$ cat src/rtl/dm_arbiter_pkg.sv
// dm_arbiter_pkg: shared definitions for the data-memory arbiter.
//   arb_state_e        - arbiter FSM states (ARB_ST / FORCE_EXT_ST)
//   EXT_STARVE_MAX_DEF - default number of consecutive cycles the external
//                        requester may wait before it gets a forced grant
package dm_arbiter_pkg;

  typedef enum logic {
    ARB_ST       = 1'b0,
    FORCE_EXT_ST = 1'b1
  } arb_state_e;

  localparam int unsigned EXT_STARVE_MAX_DEF = 4;

endpackage

$ cat src/rtl/dm_arb_starve_ctr.sv
// dm_arb_starve_ctr: counts consecutive cycles in which the external request
// is pending but not granted, and flags when the arbiter must force the next
// grant to the external side.
//   clk        in  system clock, rising edge
//   reset      in  asynchronous, active-low
//   in_arb     in  arbiter is currently in ARB_ST
//   ext_valid  in  external request pending
//   ext_gnt    in  external request granted this cycle
//   force_next out next cycle must be a forced external grant
module dm_arb_starve_ctr
  import dm_arbiter_pkg::*;
#(
  parameter int unsigned EXT_STARVE_MAX = EXT_STARVE_MAX_DEF
) (
  input  logic clk,
  input  logic reset,
  input  logic in_arb,
  input  logic ext_valid,
  input  logic ext_gnt,
  output logic force_next
);

  logic [7:0] starve_cnt;
  logic [8:0] cnt_inc;
  logic       waiting;

  // Force is decided on the value the counter would take this edge, so the
  // forced grant lands exactly EXT_STARVE_MAX waiting cycles later.
  always_comb begin
    waiting    = ext_valid & ~ext_gnt;
    cnt_inc    = {1'b0, starve_cnt} + 9'd1;
    force_next = in_arb & waiting & (cnt_inc == 9'(EXT_STARVE_MAX));
  end

  always_ff @(posedge clk or negedge reset) begin
    if (!reset) begin
      starve_cnt <= '0;
    end else if (waiting) begin
      starve_cnt <= cnt_inc[7:0];
    end else begin
      starve_cnt <= '0;
    end
  end

endmodule

$ cat src/rtl/dm_arbiter.sv
// dm_arbiter: arbitrates the single-port data memory between the pipeline
// M stage (CPU) and an external requester (loader / debug bridge).
// The CPU normally wins; after EXT_STARVE_MAX consecutive lost cycles the
// external side gets one forced grant and the CPU is stalled for that cycle.
// Ports:
//   clk, reset (async, active-low)
//   cpu_req/cpu_we/cpu_pc/cpu_addr/cpu_wd  CPU request; cpu_rd load data
//   cpu_stall                              CPU request not granted this cycle
//   ext_valid/ext_we/ext_addr/ext_wd       external request; ext_ready = grant
//   ext_rvalid/ext_rdata                   registered read return
//   mem_we/mem_pc/mem_addr/mem_wd, mem_rd  data-memory port
// Optional: define DM_ARB_TRACE_EN to print one line per memory write.
module dm_arbiter
  import dm_arbiter_pkg::*;
#(
  parameter int unsigned EXT_STARVE_MAX = EXT_STARVE_MAX_DEF
) (
  input  logic        clk,
  input  logic        reset,
  input  logic        cpu_req,
  input  logic        cpu_we,
  input  logic [31:0] cpu_pc,
  input  logic [31:0] cpu_addr,
  input  logic [31:0] cpu_wd,
  output logic [31:0] cpu_rd,
  output logic        cpu_stall,
  input  logic        ext_valid,
  input  logic        ext_we,
  input  logic [31:0] ext_addr,
  input  logic [31:0] ext_wd,
  output logic        ext_ready,
  output logic        ext_rvalid,
  output logic [31:0] ext_rdata,
  output logic        mem_we,
  output logic [31:0] mem_pc,
  output logic [31:0] mem_addr,
  output logic [31:0] mem_wd,
  input  logic [31:0] mem_rd
);

  arb_state_e state, next_state;
  logic       cpu_gnt, ext_gnt;
  logic       force_next;

  dm_arb_starve_ctr #(
    .EXT_STARVE_MAX(EXT_STARVE_MAX)
  ) u_starve_ctr (
    .clk       (clk),
    .reset     (reset),
    .in_arb    (state == ARB_ST),
    .ext_valid (ext_valid),
    .ext_gnt   (ext_gnt),
    .force_next(force_next)
  );

  always_ff @(posedge clk or negedge reset) begin
    if (!reset) begin
      state <= ARB_ST;
    end else begin
      state <= next_state;
    end
  end

  // Grant is kept separate from next-state so force_next (which depends on
  // ext_gnt) does not feed back into the block that produces ext_gnt.
  always_comb begin
    cpu_gnt = 1'b0;
    ext_gnt = 1'b0;
    case (state)
      ARB_ST: begin
        cpu_gnt = cpu_req;
        ext_gnt = ext_valid & ~cpu_req;
      end
      FORCE_EXT_ST: begin
        ext_gnt = ext_valid;
        cpu_gnt = cpu_req & ~ext_valid;
      end
      default: begin
        cpu_gnt = 1'b0;
        ext_gnt = 1'b0;
      end
    endcase
  end

  always_comb begin
    next_state = ARB_ST;
    case (state)
      ARB_ST:       next_state = force_next ? FORCE_EXT_ST : ARB_ST;
      FORCE_EXT_ST: next_state = ARB_ST;
      default:      next_state = ARB_ST;
    endcase
  end

  always_comb begin
    ext_ready = ext_gnt;
    cpu_stall = cpu_req & ~cpu_gnt;
    mem_we    = 1'b0;
    mem_pc    = '0;
    mem_addr  = '0;
    mem_wd    = '0;
    cpu_rd    = '0;
    if (cpu_gnt) begin
      mem_we   = cpu_we;
      mem_pc   = cpu_pc;
      mem_addr = cpu_addr;
      mem_wd   = cpu_wd;
      cpu_rd   = mem_rd;
    end else if (ext_gnt) begin
      mem_we   = ext_we;
      mem_addr = ext_addr;
      mem_wd   = ext_wd;
    end
  end

  always_ff @(posedge clk or negedge reset) begin
    if (!reset) begin
      ext_rvalid <= 1'b0;
      ext_rdata  <= '0;
    end else if (ext_gnt && !ext_we) begin
      ext_rvalid <= 1'b1;
      ext_rdata  <= mem_rd;
    end else begin
      ext_rvalid <= 1'b0;
    end
  end

`ifdef DM_ARB_TRACE_EN
  always_ff @(posedge clk) begin
    if (reset && mem_we) begin
      $display("%d@%h: *%h <= %h", $time, mem_pc, mem_addr, mem_wd);
    end
  end
`endif

endmodule
$ cat config.mk
export PLATFORM = sky130hd
export DESIGN_NAME = dm_arbiter
export DESIGN_NICKNAME = d
export VERILOG_FILES = /design/src/rtl/dm_arbiter_pkg.sv /design/src/rtl/dm_arb_starve_ctr.sv /design/src/rtl/dm_arbiter.sv
export SDC_FILE = /design/constraint.sdc
export NUM_CORES = 1
export LEC_CHECK = 0
export ABC_AREA = 1
export ABC_CLOCK_PERIOD_IN_PS = 1700
export BUFFER_PORTS_ARGS = -buffer_cell sky130_fd_sc_hd__buf_2
export CAP_MARGIN = 20
export CORE_AREA = 2 2 141 143
export DETAILED_ROUTE_END_ITERATION = 7
export DIE_AREA = 0 0 143 145
export PLACE_DENSITY = 0.39
export SYNTH_ARGS = -nofsm -noshare
export SYNTH_HDL_FRONTEND = slang
export SYNTH_SLANG_ARGS = --single-unit
$ cat constraint.sdc
create_clock -name clk -period 1.7 [get_ports clk]
set_input_delay 0.085 -clock clk [delete_from_list [all_inputs] [get_ports clk]]
set_output_delay 0.085 -clock clk [all_outputs]
set_load 0.1 [all_outputs]
=== After elaboration in Yosys (flattened, before gate mapping) ===
Index checks and enable logic that the tools add are counted.

* Bitwise gates (word level): 11
* Reduce and logical (&&, ||, !) cells: 2
* Equal/unequal tests: 1
* Muxes and demuxes: 14
* Add/sub/neg operators: 1

{| class="wikitable"
|+ Operator list
! cell !! count
|-
| 32-bit two-way mux || 6
|-
| 8-bit by 1-bit adder with 9-bit output, second input constant || 1
|-
| 9-bit by 3-bit equality test with 1-bit output, second input constant || 1
|-
| 8-bit two-way mux || 1
|-
| 1-bit AND || 6
|-
| 1-bit one-hot mux with 2 select lines || 3
|-
| 1-bit NOT || 5
|-
| 1-bit two-way mux || 4
|-
| 1-bit logical AND || 1
|-
| 1-bit zero test || 1
|}

* Bits in registers: 42
* Word-level logic and storage cells: 33
* Bits of input ports: 198

=== Longest topological paths before layout ===
Gate-level depths: netlist of run 1.

* Depth in word-level cells: 9
* Depth in mapped cells: 8

=== Modules after synthesis ===
From an unflattened synthesis of run 1, not the netlist that was laid out.

* Cells, all modules: 560
* Area total of the unflattened synthesis: 3250.6 um^2

{| class="wikitable"
|+ Modules (own cells, without submodules)
! module !! times used !! seq. area each (um^2) !! area each (um^2) !! cells each
|-
| dm_arbiter || 1 || 850.8 || 2803.9 || 501
|-
| dm_arb_starve_ctr || 1 || 200.2 || 446.7 || 59
|}

=== Worst setup path before layout of run 1 ===
No wires, ideal clock.

* Path kind: flip-flop to output port
* From: register state
* To: output mem_addr[22]
* Required time: 1.615 ns
* Setup slack: -0.857 ns
* Data arrival time: 2.472 ns
* Cell stages (with the launch flop): 5
* Cell sequence: dfrtp_1 -> nand2_1 -> nand2_1 -> clkbuf_1 -> a22o_1

* Cells in the longest elaborated chain, start to end: 4
* Elaborated cells on any way between the ends: 5
* Those cells by class: mux: 4; bitwise: 1

{| class="wikitable"
|+ RTL lines
! what !! RTL line !! text
|-
| from (decl) || dm_arbiter.sv:41 || <nowiki>arb_state_e state, next_state;</nowiki>
|-
| from (signal assigned) || dm_arbiter.sv:60 || <nowiki>state <= next_state;</nowiki>
|-
| 1-bit NOT || dm_arbiter.sv:69 || <nowiki>case (state)</nowiki>
|-
| 1-bit one-hot mux with 2 select lines (*) || dm_arbiter.sv:69 ||
|-
| named net ext_ready || dm_arbiter.sv:31 || <nowiki>output logic ext_ready,</nowiki>
|-
| 32-bit two-way mux (*) || dm_arbiter.sv:108 || <nowiki>end else if (ext_gnt) begin</nowiki>
|-
| 32-bit two-way mux (*) || dm_arbiter.sv:102 || <nowiki>if (cpu_gnt) begin</nowiki>
|-
| to (decl) || dm_arbiter.sv:36 || <nowiki>output logic [31:0] mem_addr,</nowiki>
|}

The timed path passes the listed nets; every way through them passes the cells marked *.

=== Worst setup path after layout of run 1 ===
* From: register state
* To: output mem_wd[0]

* Cells in the longest elaborated chain, start to end: 4
* Elaborated cells on any way between the ends: 5
* Those cells by class: mux: 4; bitwise: 1

{| class="wikitable"
|+ RTL lines
! what !! RTL line !! text
|-
| 1-bit NOT || dm_arbiter.sv:69 ||
|-
| 1-bit one-hot mux with 2 select lines || dm_arbiter.sv:69 ||
|-
| 32-bit two-way mux || dm_arbiter.sv:108 ||
|-
| 32-bit two-way mux (*) || dm_arbiter.sv:102 ||
|-
| to (decl) || dm_arbiter.sv:37 || <nowiki>output logic [31:0] mem_wd,</nowiki>
|}

Every way passes the cells marked *; elsewhere a longest branch is shown, timed or not.

==> flow_summary.json, run 1 <==
{
  "timing.hold.ws_ns": 0.0727,
  "vias_per_cell": 3.84,
  "h-tree-depth": 2,
  "dp_slack_ns": 0.228,
  "fin_cells": 1018,
  "powerDensity_nw_per_um2": 836,
  "max_freq_mhz": 598,
  "antenna_found_initial": 3,
  "netlist_instances": 390,
  "crit_arrival_ns": 1.59,
  "drt_iter0_markers": 148,
  "clock_skew_ns": 0.00412,
  "cts-buffers-inserted": 5,
  "start_util": 0.146,
  "vias": 3908,
  "drive_gt1_frac": 0.677,
  "clock_latency_ns": 0.29,
  "gp_congestion": 0.779,
  "final_max_slew_viol_count": 0,
  "track_usage": 0.158,
  "die_w_um": 143,
  "crit_type": "reg -> out",
  "synth_area_um2": 2800,
  "leakagePower_uw": 0.00396,
  "drc": 0,
  "nets": 949,
  "synth_cell_type_count": 17,
  "yosysWarnings": 0,
  "dp_hpwl_um": 14300,
  "status": "finished clean",
  "clkTransAtPathRegs_ns": 0.06,
  "row_count": 51,
  "peakVddDrop_uv": 536,
  "die_h_um": 145,
  "setup_viol": 0,
  "cts_tree": "built",
  "place_inst": 1004,
  "cp-start-kind": "register",
  "rsz0062_at_grt": "yes",
  "end_kind": "output port",
  "wl_um": 17400,
  "hold_viol": 0,
  "cts_buffer_depth": 2,
  "regArea_um2": 1050,
  "cp_max_fo": 18,
  "core_um2": 19200,
  "ant_nets": 0,
  "design.die.area_um2": 20700,
  "overflow": 0,
  "grt_pass1_vias": 3987,
  "multi_input_area_um2": 1910,
  "fill_cells": 1896,
  "wl_per_cell_um": 17.1,
  "io_pins": 362,
  "syn_avg_cell_area_um2": 7.18,
  "layout_min_cycle_time_ns": 1.67,
  "ys_seq_area_frac": 0.375,
  "cp.required_ns": 1.62,
  "area_growth_pct": 179,
  "finalCritPeriodShare": 0.984,
  "grt_pass1_wl_um": 24900,
  "relSlewSlack": 0.648,
  "hold_class": "in -> reg",
  "numPortBuffers": 361,
  "fin_ws_ns": 0.0270,
  "grt_max_degree": 66,
  "tightest_slew_ns": 0.532,
  "fin_tns_setup_ns": 0,
  "cts-root-buf": "clkbuf_16",
  "synth_nets": 589,
  "ys_ff_latch": 42,
  "cts_sinks": 42,
  "cap_violations": 0,
  "first_pass_iters": 4
}
-- repair_timing --
item / CTS / global route
hold buffers: 1 / 0
endpoints found under the hold margin: 42 / 0
cloned: 0 / 2
resized for setup: 7 / 16
pin swaps: 2 / 4
buffers inserted: 0 / 1
endpoints found under the setup margin: 83 / 90
-- sequential cells by signal, indices dropped and copies added (netlist names) --
| signal | cells |
|---|---|
| ext_rdata | 32 |
| ext_rvalid | 1 |
| state | 1 |
| u_starve_ctr.starve_cnt | 8 |
-- cell type report --
| cell class | count | share of cell area |
|---|---|---|
| Inverter | 78 | 0.0381 |
| Multi-Input combinational cell | 242 | 0.245 |
| Sequential cell | 42 | 0.135 |
| Clock buffer | 5 | 0.0160 |
| Antenna cell | 3 | 0.000961 |
| Tap cell | 265 | 0.0424 |
| Timing Repair Buffer | 381 | 0.522 |
| Clock inverter | 2 | 0.00128 |
-- logic make-up after synthesis --
| logic type | Yosys count | synth area share |
|---|---|---|
| simple gates | 138 | 0.191 |
| buf+inv | 106 | 0.157 |
| compound gates | 103 | 0.272 |
| flops | 42 | 0.375 |
| fa+ha+maj | 1 | 0.00447 |
-- metrics by stage --
step	util	instance area, um2	total power, uW
after floorplan	-	3320	4110
after global placement	0.390	7480	5600
after detailed placement	0.390	7480	5600
after CTS	0.399	7670	6570
after global routing	0.407	7810	6770
final	0.407	7810	6530
-- metal layers --
metal	part of all wire	global-route usage	vias up
li1	-	-	1985
met1	0.39	0.185	1725
met2	0.52	0.288	181
met3	0.083	0.0413	15
met4	0.012	0.0337	2
met5	0.00075	0	-
-- report_power, final --
group	switching (uW)	internal, uW
clock	390	531
sequential	64.0	1130
combinational	3120	1300
-- synth_stat cells --
master | count | share of area
inv_2 | 1 | 0.0013
o21bai_1 | 1 | 0.0027
nand2_1 | 51 | 0.068
buf_2 | 22 | 0.039
ha_1 | 1 | 0.0045
dfrtp_1 | 42 | 0.38
inv_1 | 77 | 0.10
nand3_1 | 9 | 0.016
nor3_1 | 1 | 0.0018
nand4_1 | 2 | 0.0045
clkbuf_1 | 2 | 0.0027
nor2_1 | 75 | 0.10
o21ai_0 | 5 | 0.0089
buf_4 | 4 | 0.011
o21ai_1 | 28 | 0.050
a21oi_1 | 4 | 0.0071
a22o_1 | 65 | 0.20
-- critical path: stages (launching register included) --
cell and delay, ns:
dfrtp_1 0.38, nand2_2 0.12, nand2_4 0.10, inv_6 0.13, buf_12 0.17, a22o_1 0.20
buf_12 0.19
-- final timing paths --
path	cells past startpoint	slack, ns	start	endpoint
max	6	0.03	state	mem_wd[0]
min	3	0.07	mem_rd[31]	ext_rdata[31]
max reg2reg	6	0.31	state	ext_rdata[29]
min reg2reg	2	0.48	ext_rdata[16]	ext_rdata[16]
max in group asynchronous	3	1.17	reset	ext_rdata[27]
min in group asynchronous	3	0.30	reset	ext_rdata[14]
-- layout by cell type (no fill, tap or decap), types with 6 or more instances in the layout --
cell type  netlist  layout
inv_1           77      77
buf_12           0     138
o21ai_1         28      28
a22o_1          65      10
nand3_1          9       9
a22o_4           0       8
dfrtp_1         42      42
buf_6            0       6
a22o_2           0      47
buf_2           22     231
nor2_4           0      60
clkbuf_16        0       7
nor2_1          75      14
nand2_1         51      47
No activity file was read; power rests on OpenSTA's default activity.
==> run 2: changes to the inputs <==
CORE_AREA = 2 2 139 141   (was 2 2 141 143)
DIE_AREA = 0 0 141 143   (was 0 0 143 145)
PLACE_DENSITY = 0.4   (was 0.39)
==> run 2 against run 1 <==
Net effect: global-route usage increased by 1.2 points; clock power is 9.8% higher; combinational power rose by 2%; hold slack got worse by 0.0078 ns; non-clock buffer count grew 10; fmax shrank 0.93%; routed wire length up 8.7%; final cell count shrank 1.9%; sequential power about the same; worst setup slack got worse by 0.016 ns; critical path depth fell by 1; critical endpoint is now mem_addr[19]; highest routed layer is now met4.
==> flow_summary.json, run 2 (synthesized netlist as in run 1, its figures left out) <==
{
  "final_common_cell": "buf_2",
  "r2r-start": "u_starve_ctr.starve_cnt[0]",
  "peakVddDrop_uv": 555,
  "track_usage": 0.170,
  "clkTransAtPathRegs_ns": 0.07,
  "drive_gt1_frac": 0.685,
  "clock_latency_ns": 0.28,
  "power_uw": 6720,
  "cp.required_ns": 1.62,
  "final_cell_mix": "buf_2, buf_12, inv_1",
  "vias": 4025,
  "nets": 960,
  "reg_top3": "ext_rdata (32), u_starve_ctr.starve_cnt (8)",
  "antenna_found_initial": 8,
  "cts_buffer_depth": 2,
  "final_max_slew_viol_count": 0,
  "reg2reg_to": "state",
  "numPortBuffers": 361,
  "end_kind": "output port",
  "dp_hpwl_um": 15200,
  "r2r_setup_slack_ns": 0.36,
  "p_comb_frac": 0.673,
  "h-tree-depth": 2,
  "cp-start-kind": "register",
  "cts-buffers-inserted": 5,
  "fin_tns_setup_ns": 0,
  "hold_class": "in -> reg",
  "gp_congestion": 0.794,
  "whs_path_depth": 3,
  "wl_um": 18900,
  "cp_max_fo": 38,
  "max_freq_mhz": 592,
  "first_pass_iters": 4,
  "regMostFlops": "ext_rdata",
  "drt_iter0_markers": 117,
  "die_h_um": 143,
  "powerDensity_nw_per_um2": 828,
  "seqPwrFrac": 0.177,
  "tightest_slew_ns": 0.530,
  "leakagePower_uw": 0.00413,
  "start_util": 0.151,
  "io_pins": 362,
  "row_count": 50,
  "vias_per_cell": 4.03,
  "p_sw_uw": 3650,
  "drc": 0,
  "min_from": "mem_rd[31]",
  "largest_reg_flops": 32,
  "rsz0062_at_grt": "yes",
  "layout_min_cycle_time_ns": 1.69,
  "swShare": 0.542,
  "die_w_um": 141,
  "reg2regPathDepth": 8,
  "grt_max_degree": 66,
  "fin_ws_ns": 0.0113,
  "hold_viol": 0,
  "setup_viol": 0,
  "ant_nets": 0,
  "core_um2": 18600,
  "relSlewSlack": 0.649,
  "cap_violations": 0,
  "grt_pass1_vias": 3903,
  "finalCritPeriodShare": 0.993,
  "crit_arrival_ns": 1.60,
  "dp_slack_ns": 0.170,
  "grt_pass1_wl_um": 25200,
  "crit_type": "reg -> out",
  "intPower_uw": 3080,
  "overflow": 0,
  "status": "finished clean",
  "design.die.area_um2": 20200,
  "cts_tree": "built",
  "area_growth_pct": 190,
  "wl_per_cell_um": 18.9,
  "p_clk_frac": 0.150,
  "cts_sinks": 42,
  "timing.hold.ws_ns": 0.0649,
  "holdPathEnd": "ext_rdata[31]",
  "fill_cells": 1810,
  "clock_skew_ns": 0.00402,
  "cts-root-buf": "clkbuf_16"
}
-- run 2: cell count changes in the layout (fill, tap and decap cells not counted), moves of 2 or more --
cell       delta
buf_4         +6
nor2_4        +2
a22o_4       +14
clkbuf_16     +2
a22o_2       -13
nor2_1        -2
buf_16        +2
clkinv_2      -2
-- run 2: worst max path at each step --
stage,startpoint,to,slack (ns),depth (start not counted)
after floorplan,state,cpu_rd[31],-0.32,4
after global placement,state,mem_wd[5],0.19,6
after detailed placement,state,mem_wd[11],0.17,6
after CTS,state,mem_pc[1],-0.004,5
after global routing,state,mem_addr[19],-0.04,5
final,state,mem_addr[19],0.01,5
-- run 2: per-stage QoR --
step / std cells / instance area, um2 / utilization
finish: 999 / 8110 / 0.437
global route: 996 / 8110 / 0.436
CTS: 983 / 7760 / 0.418
detailed placement: 968 / 7410 / 0.399
global placement: 968 / 7410 / 0.399
floorplan: 390 / 3320 / -
-- run 2: worst max-delay path, cell delays in order (launching register included) --
cell,delay [ns]
dfrtp_1,0.40
nand2_4,0.13
nand2_4,0.11
buf_12,0.19
a22o_2,0.29
buf_12,0.17
-- run 2: metal layers --
layer | up-vias | GRT usage | routed length [um]
li1 | 2006 | - | -
met4 | 0 | 0.0484 | 416
met2 | 220 | 0.288 | 9400
met5 | - | 0 | 0
met1 | 1778 | 0.205 | 7290
met3 | 21 | 0.0600 | 1780
-- run 2: cell type report --
type                            instances  area [um2]  share of cell area
Multi-Input combinational cell        242        2050               0.252
Antenna cell                            3        7.51            0.000925
Timing Repair Buffer                  391        4250               0.523
Inverter                               78         309              0.0381
Timing Repair inverter                  1        8.76             0.00108
Sequential cell                        42        1050               0.130
Clock buffer                            7         143              0.0176
Tap cell                              234         293              0.0361
Clock inverter                          1        8.76             0.00108
-- run 2: power groups by stage --
stage / clock network (uW) / logic, uW / registers [uW]
floorplan: 0 / 2000 / 2120
detailed placement: 0 / 4400 / 1200
finish: 1010 / 4520 / 1190
global route: 1090 / 4660 / 1210
global placement: 0 / 4400 / 1200
CTS: 1050 / 4470 / 1190
-- run 2: timing repair --
| item | in CTS | in global routing |
|---|---|---|
| pin swaps | 2 | 4 |
| setup buffers | 4 | 5 |
| gates resized for setup | 18 | 27 |
| hold buffers | 1 | 0 |
| setup endpoints to repair | 73 | 91 |
| gates cloned | 2 | 8 |
| endpoints found under the hold margin | 42 | 0 |
